===== src/rtl/flappy_frame_renderer.sv =====
// rtl/flappy_frame_renderer.sv - two-stage pixel classifier/colourer with per-frame shadowed game state
module flappy_frame_renderer #(
    parameter int H_RES        = 640,
    parameter int BIRD_SIZE    = 16,
    parameter int PIPE_W       = 48,
    parameter int PIPE_SPACING = 160,
    parameter int GAP_H        = 96,
    parameter int GROUND_Y     = 440
) (
    input  logic        clk_clk,
    input  logic        reset_reset_n,
    input  logic        pix_en,
    input  logic [9:0]  draw_x,
    input  logic [9:0]  draw_y,
    input  logic        frame_start,
    input  logic [15:0] bird_x,
    input  logic [15:0] bird_y,
    input  logic [15:0] pipe_x,
    input  logic [15:0] pipe1,
    input  logic [15:0] pipe2,
    input  logic [15:0] pipe3,
    input  logic [15:0] pipe4,
    input  logic [15:0] pipe5,
    input  logic [15:0] level,
    output logic        rgb_valid,
    output logic [7:0]  red,
    output logic [7:0]  green,
    output logic [7:0]  blue,
    output logic [1:0]  layer,
    output logic        collide
);
    localparam logic [23:0] BIRD_RGB   = 24'hFFD800;
    localparam logic [23:0] PIPE_RGB   = 24'h30B030;
    localparam logic [23:0] GROUND_RGB = 24'hC08040;

    logic [15:0] sh_bird_x, sh_bird_y, sh_pipe_x;
    logic [15:0] sh_gap [5];
    logic [1:0]  sh_level;

    logic        s1_valid, s1_bird, s1_pipe, s1_gnd;
    logic [1:0]  s1_level;
    logic        coll_acc;

    logic [16:0] px, py;
    logic [16:0] left_k, gap_k;
    logic        bird_hit_c, pipe_hit_c, gnd_hit_c;
    logic [23:0] pix_rgb;
    logic [1:0]  pix_layer;
    logic        overlap;
    logic        unused_level;

    assign unused_level = ^level[15:2];
    assign px = {7'd0, draw_x};
    assign py = {7'd0, draw_y};

    // All comparisons in 17 bits so right/bottom edges near 16'hFFFF never wrap.
    always_comb begin
        left_k     = '0;
        gap_k      = '0;
        pipe_hit_c = 1'b0;
        bird_hit_c = ({1'b0, sh_bird_x} <= px) && (px < {1'b0, sh_bird_x} + 17'(BIRD_SIZE)) &&
                     ({1'b0, sh_bird_y} <= py) && (py < {1'b0, sh_bird_y} + 17'(BIRD_SIZE));
        gnd_hit_c  = py >= 17'(GROUND_Y);
        for (int k = 0; k < 5; k++) begin
            left_k = {1'b0, sh_pipe_x} + 17'(k * PIPE_SPACING);
            gap_k  = {1'b0, sh_gap[k]};
            if ((left_k < 17'(H_RES)) && (left_k <= px) && (px < left_k + 17'(PIPE_W)) &&
                !((gap_k <= py) && (py < gap_k + 17'(GAP_H))))
                pipe_hit_c = 1'b1;
        end
    end

    always_comb begin
        pix_rgb   = 24'h70C0F0;
        pix_layer = 2'd0;
        if (s1_bird) begin
            pix_rgb   = BIRD_RGB;
            pix_layer = 2'd3;
        end else if (s1_pipe) begin
            pix_rgb   = PIPE_RGB;
            pix_layer = 2'd2;
        end else if (s1_gnd) begin
            pix_rgb   = GROUND_RGB;
            pix_layer = 2'd1;
        end else begin
            case (s1_level)
                2'd0:    pix_rgb = 24'h70C0F0;
                2'd1:    pix_rgb = 24'h4090D0;
                2'd2:    pix_rgb = 24'hF08040;
                default: pix_rgb = 24'h202050;
            endcase
        end
    end

    assign overlap = s1_valid && s1_bird && s1_pipe;

    always_ff @(posedge clk_clk or negedge reset_reset_n) begin
        if (!reset_reset_n) begin
            sh_bird_x <= '0;
            sh_bird_y <= '0;
            sh_pipe_x <= '0;
            sh_level  <= '0;
            for (int k = 0; k < 5; k++) sh_gap[k] <= '0;
        end else if (frame_start) begin
            sh_bird_x <= bird_x;
            sh_bird_y <= bird_y;
            sh_pipe_x <= pipe_x;
            sh_level  <= level[1:0];
            sh_gap[0] <= pipe1;
            sh_gap[1] <= pipe2;
            sh_gap[2] <= pipe3;
            sh_gap[3] <= pipe4;
            sh_gap[4] <= pipe5;
        end
    end

    always_ff @(posedge clk_clk or negedge reset_reset_n) begin
        if (!reset_reset_n) begin
            s1_valid  <= 1'b0;
            s1_bird   <= 1'b0;
            s1_pipe   <= 1'b0;
            s1_gnd    <= 1'b0;
            s1_level  <= '0;
            rgb_valid <= 1'b0;
            red       <= '0;
            green     <= '0;
            blue      <= '0;
            layer     <= '0;
            collide   <= 1'b0;
            coll_acc  <= 1'b0;
        end else begin
            s1_valid  <= pix_en;
            if (pix_en) begin
                s1_bird  <= bird_hit_c;
                s1_pipe  <= pipe_hit_c;
                s1_gnd   <= gnd_hit_c;
                s1_level <= sh_level;
            end
            rgb_valid <= s1_valid;
            if (s1_valid) begin
                red   <= pix_rgb[23:16];
                green <= pix_rgb[15:8];
                blue  <= pix_rgb[7:0];
                layer <= pix_layer;
            end
            // An overlap landing on the frame_start edge belongs to the new frame.
            if (frame_start) begin
                collide  <= coll_acc;
                coll_acc <= overlap;
            end else if (overlap) begin
                coll_acc <= 1'b1;
            end
        end
    end
endmodule

===== config.mk =====
export PLATFORM = sky130hd
export DESIGN_NAME = flappy_frame_renderer
export DESIGN_NICKNAME = d
export VERILOG_FILES = /design/src/rtl/flappy_frame_renderer.sv
export SDC_FILE = /design/constraint.sdc
export NUM_CORES = 1
export LEC_CHECK = 0
export ABC_AREA = 0
export CORE_MARGIN = 4
export CORE_UTILIZATION = 45
export DETAILED_ROUTE_END_ITERATION = 10
export PLACE_DENSITY = 0.79
export SYNTH_ARGS = -nofsm -noshare
export SYNTH_HDL_FRONTEND = slang
export SYNTH_SLANG_ARGS = --single-unit

===== constraint.sdc =====
create_clock -name clk_clk -period 4.75 [get_ports clk_clk]
set_input_delay 0.95 -clock clk_clk [delete_from_list [all_inputs] [get_ports clk_clk]]
set_output_delay 0.95 -clock clk_clk [all_outputs]
set_load 0.005 [all_outputs]

Yosys cells after proc, flatten, opt, wreduce, memory -nomap -nowiden
Cells that the tools add are included.

storage, ports and cells
  flip-flop bits (word level) = 165
  bits of input ports = 168

cells by class
  add/subtract/negate cells = 16
  magnitude comparators = 30
  eq/ne operators = 2
  mux-type cells = 14
  reductions and logical operators = 32

operators with widths
  cell                    count
  $lt 10x17->1            12
  $le 16x10->1            8
  $add 16x7->17 const B   5
  $mux 24                 3
  $pmux 24 s3             1
  $add 17x6->17 const B   4
  $le 17x10->1            4
  $lt 17x10->1 const B    4
  $add 16x5->17 const B   2
  $add 16x9->17 const B   2
  $logic_and 1x1->1       25
  $add 16x10->17 const B  1
  $add 16x6->17 const B   1
  $add 16x8->17 const B   1
  $lt 16x10->1 const B    1
  $ge 10x9->1 const B     1
  $mux 1                  8
  $logic_not 1->1         5
  $mux 2                  2
  $eq 2x1->1 const B      1
  $eq 2x2->1 const B      1
  $logic_not 2->1         1
  $reduce_bool 2->1       1

Longest topological paths before layout
Gate-level depths: netlist of the first run.

  depth in word-level cells = 10
  gate-level depth with buffers = 15

Worst setup path before layout of the first run
No wires, ideal clock.

  path kind = reg-to-reg
  from = reg sh_pipe_x[7]
  to = reg s1_pipe
  library setup time = 0.082 ns
  arrival time = 2.911 ns
  path slack = 1.757 ns
  stages on the path, launching flop included = 15
  clock period less this slack = 2.993 ns
  cell sequence = dfrtp_1 > buf_2 > inv_1 > ha_1 > a21boi_0 > xnor2_1 > nor2_1 > xnor2_1 > ha_1 > a2111o_1 > a31oi_1 > nor3_1 > a2111o_1 > o2111a_1 > a31oi_1

between the ends
  word-level cells in the longest chain between the ends = 9

ends and longest elaborated chain
  item                                                      RTL line  source
  start, declared                                           36        logic [15:0] sh_bird_x, sh_bird_y, sh_pipe_x;
  start signal, assigned                                    107       sh_pipe_x <= pipe_x;
  $add 16x8->17, or another cell as far along               65        left_k = {1'b0, sh_pipe_x} + 17'(k * PIPE_SPACING);
  $add 17x6->17, or another cell as far along               67        if ((left_k < 17'(H_RES)) && (left_k <= px) && (px < left_k + 17'(PIPE_W)) &&
  $lt 10x17->1 / $logic_and 1x1->1 (equally long branches)  67
  $logic_and 1x1->1                                         67
  $logic_and 1x1->1 / $mux 1 (equally long branches)        67
  $mux 1 (3 in a row)                                       67
  $mux 1 (*)                                                67
  end signal, assigned                                      135       s1_pipe <= pipe_hit_c;
  end, declared                                             40        logic s1_valid, s1_bird, s1_pipe, s1_gnd;

Mark *: on every way between the ends. The rest lies on a longest branch, timed or not.
A chain may end at the register's enable or synchronous reset.

Final worst setup path of the first run
Same ends and word-level chain as after synthesis.

==> results of run 1 <==
[cell usage in the layout, fill, tap and decap left out, types with 17 or more instances in the layout]
cell type	instances
clkbuf_16	17
clkdlybuf4s50_1	172
mux2_2	85
inv_1	111
nand3_1	27
nand4_1	22
o21ai_0	111
nor3_1	24
nor2_1	56
xor2_1	26
ha_1	218
dfrtp_1	154
nor2b_1	19
nand2_1	99
a21oi_1	68
xnor2_1	32
[worst max-delay path, cell delays in order, from the launching register on]
cell      delay (ps)
dfrtp_1          760
inv_1            340
ha_1             280
a21boi_0         320
xnor2_1          270
nor2_1           110
xnor2_1          140
ha_1             210
a2111o_1         360
a31oi_1          210
nor3_1           120
a2111o_1         320
o2111a_1         130
a31oi_1          150
[worst max path at each step]
| stage | startpoint | endpoint | slack (ps) | cells past startpoint |
|---|---|---|---|---|
| global placement | draw_y[3] | s1_pipe$_DFFE_PN0P_ | 730 | 11 |
| global route | draw_y[2] | s1_pipe$_DFFE_PN0P_ | 700 | 11 |
| detailed placement | draw_y[3] | s1_pipe$_DFFE_PN0P_ | 640 | 11 |
| floorplan | sh_pipe_x[7]$_DFFE_PN0P_ | s1_pipe$_DFFE_PN0P_ | 1760 | 14 |
| finish | sh_pipe_x[7]$_DFFE_PN0P_ | s1_pipe$_DFFE_PN0P_ | 930 | 13 |
| CTS | sh_pipe_x[7]$_DFFE_PN0P_ | s1_pipe$_DFFE_PN0P_ | 990 | 13 |
[cells in the mapped netlist (all sizes together) (24+ instances only)]
master	count
ha	218
dfrtp	154
o21ai	112
inv	111
nand2	99
mux2	86
a21oi	71
nor2	56
xnor2	33
nand3	28
xor2	26
buf	25
nor3	24
[per-stage QoR]
step	std cells	setup WS (ps)	area, um2	power (uW)	util [%]
after floorplan	1294	1760	12200	2420	-
after global placement	1772	729	14300	2870	54.1
after detailed placement	1772	645	14300	2920	54.1
after CTS	1804	989	14800	4330	56.3
after global routing	1805	703	14800	4570	56.3
final	1805	928	14800	4300	56.3
[registers in the layout, summed over array words and instances, names as in the netlist, 4 cells and up]
| register | count |
|---|---|
| blue | 4 |
| gap_k | 16 |
| green | 4 |
| red | 5 |
| sh_bird_x | 16 |
| sh_bird_y | 16 |
| sh_gap | 64 |
| sh_pipe_x | 16 |
[layer usage]
metal / vias up / global-route usage [%] / wire (um)
li1: 4946 / - / -
met1: 4965 / 27.3 / 13600
met2: 326 / 40.3 / 16900
met3: 72 / 4.41 / 1900
met4: 2 / 7.93 / 1060
met5: - / 0 / 13
[cell type report]
| type | instances | area (um2) |
|---|---|---|
| Clock buffer | 18 | 429 |
| Fill cell | 2292 | 11500 |
| Timing Repair Buffer | 190 | 1880 |
| Sequential cell | 154 | 3850 |
| Inverter | 111 | 417 |
| Clock inverter | 14 | 151 |
| Multi-Input combinational cell | 982 | 7700 |
| Tap cell | 335 | 419 |
| Antenna cell | 1 | 2.50 |
[power by group]
group | total (uW) | internal, uW | switching [uW]
Clock | 1380 | 747 | 636
Combinational | 1320 | 640 | 678
Sequential | 1600 | 1440 | 162
[kinds of logic after synthesis]
family	count (synthesis)	synth area share (%)
AOI/OAI and AO/OA	310	16.1
and+or+nand+nor	299	12.0
adders and majority gates	218	22.4
buffers and inverters	158	5.30
DFF	154	31.7
muxes	89	8.20
xor gates and xnor gates	59	4.31
other	1	0.0308
==> impl_metrics.py, run 1 <==
metrics = {
    "setup_path": {
        "timing.rr.start": "sh_pipe_x[7]$_DFFE_PN0P_",
        "rrSetupSlack_ps": 930,
        "r2r_end": "s1_pipe$_DFFE_PN0P_",
        "end_kind": "register",
        "critPathArrivalTime_ps": 4170,
        "r2r_cells": 13,
        "crit_fanout": 13,
        "critPathLaunchType": "register",
        "cp.required_ps": 5100,
        "worst-setup-path-type": "register to register",
    },
    "cts": {
        "holdBufCountCts": 0,
        "cts_tree": "done",
        "postCtsSetupBuffers": 0,
        "cts_resized": 0,
        "clk_latency_ps": 440,
        "cts.path.max_buffers": 2,
        "root_buffer": "clkbuf_16",
        "cts_buffers": 17,
        "path_clk_slew_ps": 70,
        "cts_max_level": 4,
        "numClockSinks": 154,
    },
    "floorplan": {
        "rows": 59,
        "die_w_um": 172,
        "fp.dieArea_um2": 29800,
        "start_util_pct": 46.2,
        "coreArea_um2": 26400,
        "die_h_um": 172,
        "num_io_pins": 196,
    },
    "timing": {
        "fin_tns_setup_ps": 0,
        "layout_min_cycle_time_ps": 3820,
        "fin_hold_ws_ps": 486,
        "maxSlewHeadroom_pct": 29.6,
        "report.final.setup_viol": 0,
        "skew_ps": 14.6,
        "maxClockFrequency_mhz": 262,
        "worst_slew_pin_slew_ps": 1060,
        "fin_crit_sh_pct": 80.5,
        "finalHoldViolCount": 0,
        "grt_setup_unrepaired": "no",
        "slew_violations": 0,
    },
    "power": {
        "peakVddDrop_v": 0.000207,
        "leakage_uw": 0.00672,
        "powerDensity_nw_per_um2": 290,
    },
    "synth": {
        "synthFlopType": "dfrtp_1",
        "synth_area_leaders": "dfrtp_1 (32%), ha_1 (22%), mux2_2 (7.9%)",
        "synth_cells": 1288,
        "yosys.cell_types.count": 69,
        "ys_seq_area_share_pct": 31.7,
        "synth_seq_cells": 154,
        "synth_area_um2": 12200,
        "async_reset_ff_share_pct": 100,
        "synth_edf_count": 0,
        "ys_warn_count": 0,
        "yosysTopAreaCell": "dfrtp_1",
        "syn_avg_cell_area_um2": 9.45,
        "synth_top_area_share_pct": 31.7,
    },
    "global_route": {
        "grt_pass1_wl_mm": 53.6,
        "track_usage_pct": 22.7,
        "antenna_found_initial": 2,
        "first_global_vias": 10600,
        "grt_max_degree": 110,
        "grt_overflow_total": 0,
    },
    "flow_run": {
        "max-cap-violations": 0,
    },
    "finish": {
        "final_layout_size_suffix_gt1_share_pct": 9.73,
        "syn_to_final_growth_pct": 22.0,
        "nets": 1842,
    },
    "detailed_routing": {
        "routedWlPerCell_um": 18.6,
        "drt_iter0_drc": 701,
        "dr.pass1.iters": 6,
        "ant_nets": 0,
        "vias": 10300,
        "drt_wl_total_mm": 33.5,
        "drc": 0,
        "viasPerCell": 5.71,
    },
    "placed_design": {
        "gp_congestion": 0.928,
        "dp_hpwl_mm": 26.2,
        "port_buffers": 174,
    },
    "worst_hold_path": {
        "hold_path_startpoint": "layer[1]$_DFFE_PN0P_",
        "hold_depth": 1,
        "whs_endpoint": "layer[1]$_DFFE_PN0P_",
        "hp-class": "register to register",
    },
    "outcome": {
        "status": "finished, final reports clean",
    },
}
No activity file was read; power rests on OpenSTA's default activity.
==> run 2: changes to the inputs <==
- PLACE_DENSITY: 0.79 -> 0.82
- clock period: 4.75 -> 3.4 ns (I/O delays scaled with it)
==> impl_metrics.py, run 2 (synthesis results as in run 1) <==
metrics = {
    "timing": {
        "fin_crit_sh_pct": 95.1,
        "report.final.setup_viol": 0,
        "maxSlewHeadroom_pct": 52.9,
        "maxClockFrequency_mhz": 309,
        "finalHoldViolCount": 0,
        "layout_min_cycle_time_ps": 3230,
        "worst_slew_pin_slew_ps": 706,
        "fin_ws_ps": 165,
        "slew_violations": 0,
        "skew_ps": 7.89,
        "grt_setup_unrepaired": "no",
    },
    "floorplan": {
        "rows": 59,
        "start_util_pct": 46.2,
        "die_h_um": 172,
        "num_io_pins": 196,
        "fp.dieArea_um2": 29800,
        "coreArea_um2": 26400,
        "die_w_um": 172,
    },
    "cts": {
        "holdBufCountCts": 0,
        "cts.path.max_buffers": 2,
        "numClockSinks": 154,
        "path_clk_slew_ps": 60,
        "root_buffer": "clkbuf_16",
        "cts_resized": 0,
        "cts_max_level": 4,
        "cts_buffers": 17,
        "clk_latency_ps": 420,
        "postCtsSetupBuffers": 0,
        "cts_tree": "done",
    },
    "setup_path": {
        "timing.rr.start": "sh_pipe_x[7]$_DFFE_PN0P_",
        "critPathLaunchType": "input pin",
        "r2r_cells": 15,
        "critPathArrivalTime_ps": 3580,
        "critPathMostFrequentCell": "buf_4",
        "cp_slowest_stage_delay_ps": 580,
        "cp.required_ps": 3750,
        "end_kind": "register",
        "r2r_end": "s1_pipe$_DFFE_PN0P_",
        "worstPathCellList": "clkdlybuf4s50_1, inv_1, buf_4, ha_1, a21boi_0, o221ai_1, a2111oi_0, buf_4, nor2_1, a2111o_1, o2111a_1, a31oi_1",
        "crit_fanout": 2,
        "worst-setup-path-type": "input pin to register",
        "crit_slowest_cell": "a2111oi_0",
        "rrSetupSlack_ps": 300,
    },
    "global_route": {
        "first_global_vias": 10800,
        "track_usage_pct": 23.4,
        "grt_max_degree": 82,
        "antenna_found_initial": 1,
        "grt_overflow_total": 0,
        "grt_pass1_wl_mm": 55.0,
    },
    "finish": {
        "top_register": "sh_gap",
        "syn_to_final_growth_pct": 26.4,
        "final_cell_mix": "ha_1 (218), clkdlybuf4s50_1 (172), dfrtp_1 (154), inv_1 (111), o21ai_0 (111)",
        "final_layout_size_suffix_gt1_share_pct": 13.8,
        "largest_reg_flops": 64,
        "diodes": 0,
        "final_cells": 1873,
        "nets": 1913,
        "final_common_cell": "ha_1",
    },
    "detailed_routing": {
        "dr.pass1.iters": 5,
        "drc": 0,
        "viasPerCell": 5.66,
        "ant_nets": 0,
        "vias": 10600,
        "drt_iter0_drc": 655,
        "drt_wl_total_mm": 34.8,
        "routedWlPerCell_um": 18.6,
    },
    "flow_run": {
        "max-cap-violations": 0,
    },
    "power": {
        "leakage_uw": 0.00706,
        "sequentialPowerShare_pct": 35.6,
        "internal_power_uw": 4150,
        "combPwrFrac_pct": 32.0,
        "switching_share_pct": 32.9,
        "power.switching_uw": 2040,
        "powerDensity_nw_per_um2": 402,
        "peakVddDrop_v": 0.000320,
        "p_clk_share_pct": 32.4,
    },
    "outcome": {
        "status": "finished, final reports clean",
    },
    "placed_design": {
        "port_buffers": 174,
        "dp_hpwl_mm": 27.3,
        "dpl.cell_count": 1843,
        "place_ws_ps": -261,
        "gp_congestion": 0.918,
    },
    "worst_hold_path": {
        "hp-class": "input pin to async pin",
    },
}
run 2: cell count changes in the layout (fill, tap and decap cells not counted), sizes merged:
cell and change:
buf +71, bufinv +2, clkinv -1, clkinvlp +2, diode -1, inv -5
run 2: power by group through the flow:
| stage | sequential, uW | combinational, uW | clock, uW |
|---|---|---|---|
| after detailed placement | 2230 | 1950 | 0 |
| after global routing | 2230 | 2210 | 2110 |
| after global placement | 2220 | 1880 | 0 |
| after CTS | 2200 | 1970 | 2030 |
| after floorplan | 2160 | 1220 | 0 |
| final | 2200 | 1980 | 2000 |
run 2: worst max path at each step:
stage / start / end / slack [ps]
final: draw_y[5] / s1_pipe$_DFFE_PN0P_ / 170
after detailed placement: draw_y[4] / s1_pipe$_DFFE_PN0P_ / -260
after global placement: draw_y[4] / s1_pipe$_DFFE_PN0P_ / -200
after CTS: draw_y[4] / s1_pipe$_DFFE_PN0P_ / 170
after floorplan: sh_pipe_x[7]$_DFFE_PN0P_ / s1_pipe$_DFFE_PN0P_ / 410
after global routing: sh_pipe_x[7]$_DFFE_PN0P_ / s1_pipe$_DFFE_PN0P_ / 80
run 2: final cells by class:
cell class | count | area (um2)
fill | 2237 | 11000
multi-input combinational | 982 | 7700
sequential | 154 | 3850
timing repair buffer | 261 | 2410
clock buffer | 18 | 429
tap | 335 | 419
inverter | 111 | 417
clock inverter | 12 | 168
run 2: per-stage QoR:
step                hold slack [ps]  power, uW  utilization [%]  instance area [um2]  setup TNS [ps]
finish                          276       6180             58.4                15400               0
global route                    321       6550             58.4                15400               0
CTS                             292       6200             58.4                15400               0
detailed placement              471       4180             56.2                14800            -261
global placement                458       4110             56.2                14800            -203
floorplan                       352       3380                -                12200               0
run 2: critical path, delay by kind of cell:
family | cells | cell delay (ps)
AOI/OAI and AO/OA | 6 | 1530
buffers and inverters | 4 | 1020
adders and majority gates | 1 | 300
and+or+nand+nor | 1 | 30
run 2: metal layers:
layer  wire (um)  up-vias  share of wire, %  GRT usage [%]
met5          13        -             0.037              0
met4        1030        2               3.0           7.25
met3        2190       73               6.3           4.64
met2       17600      345                50           41.9
met1       14000     5095                40           28.4
li1            -     5080                 -              -
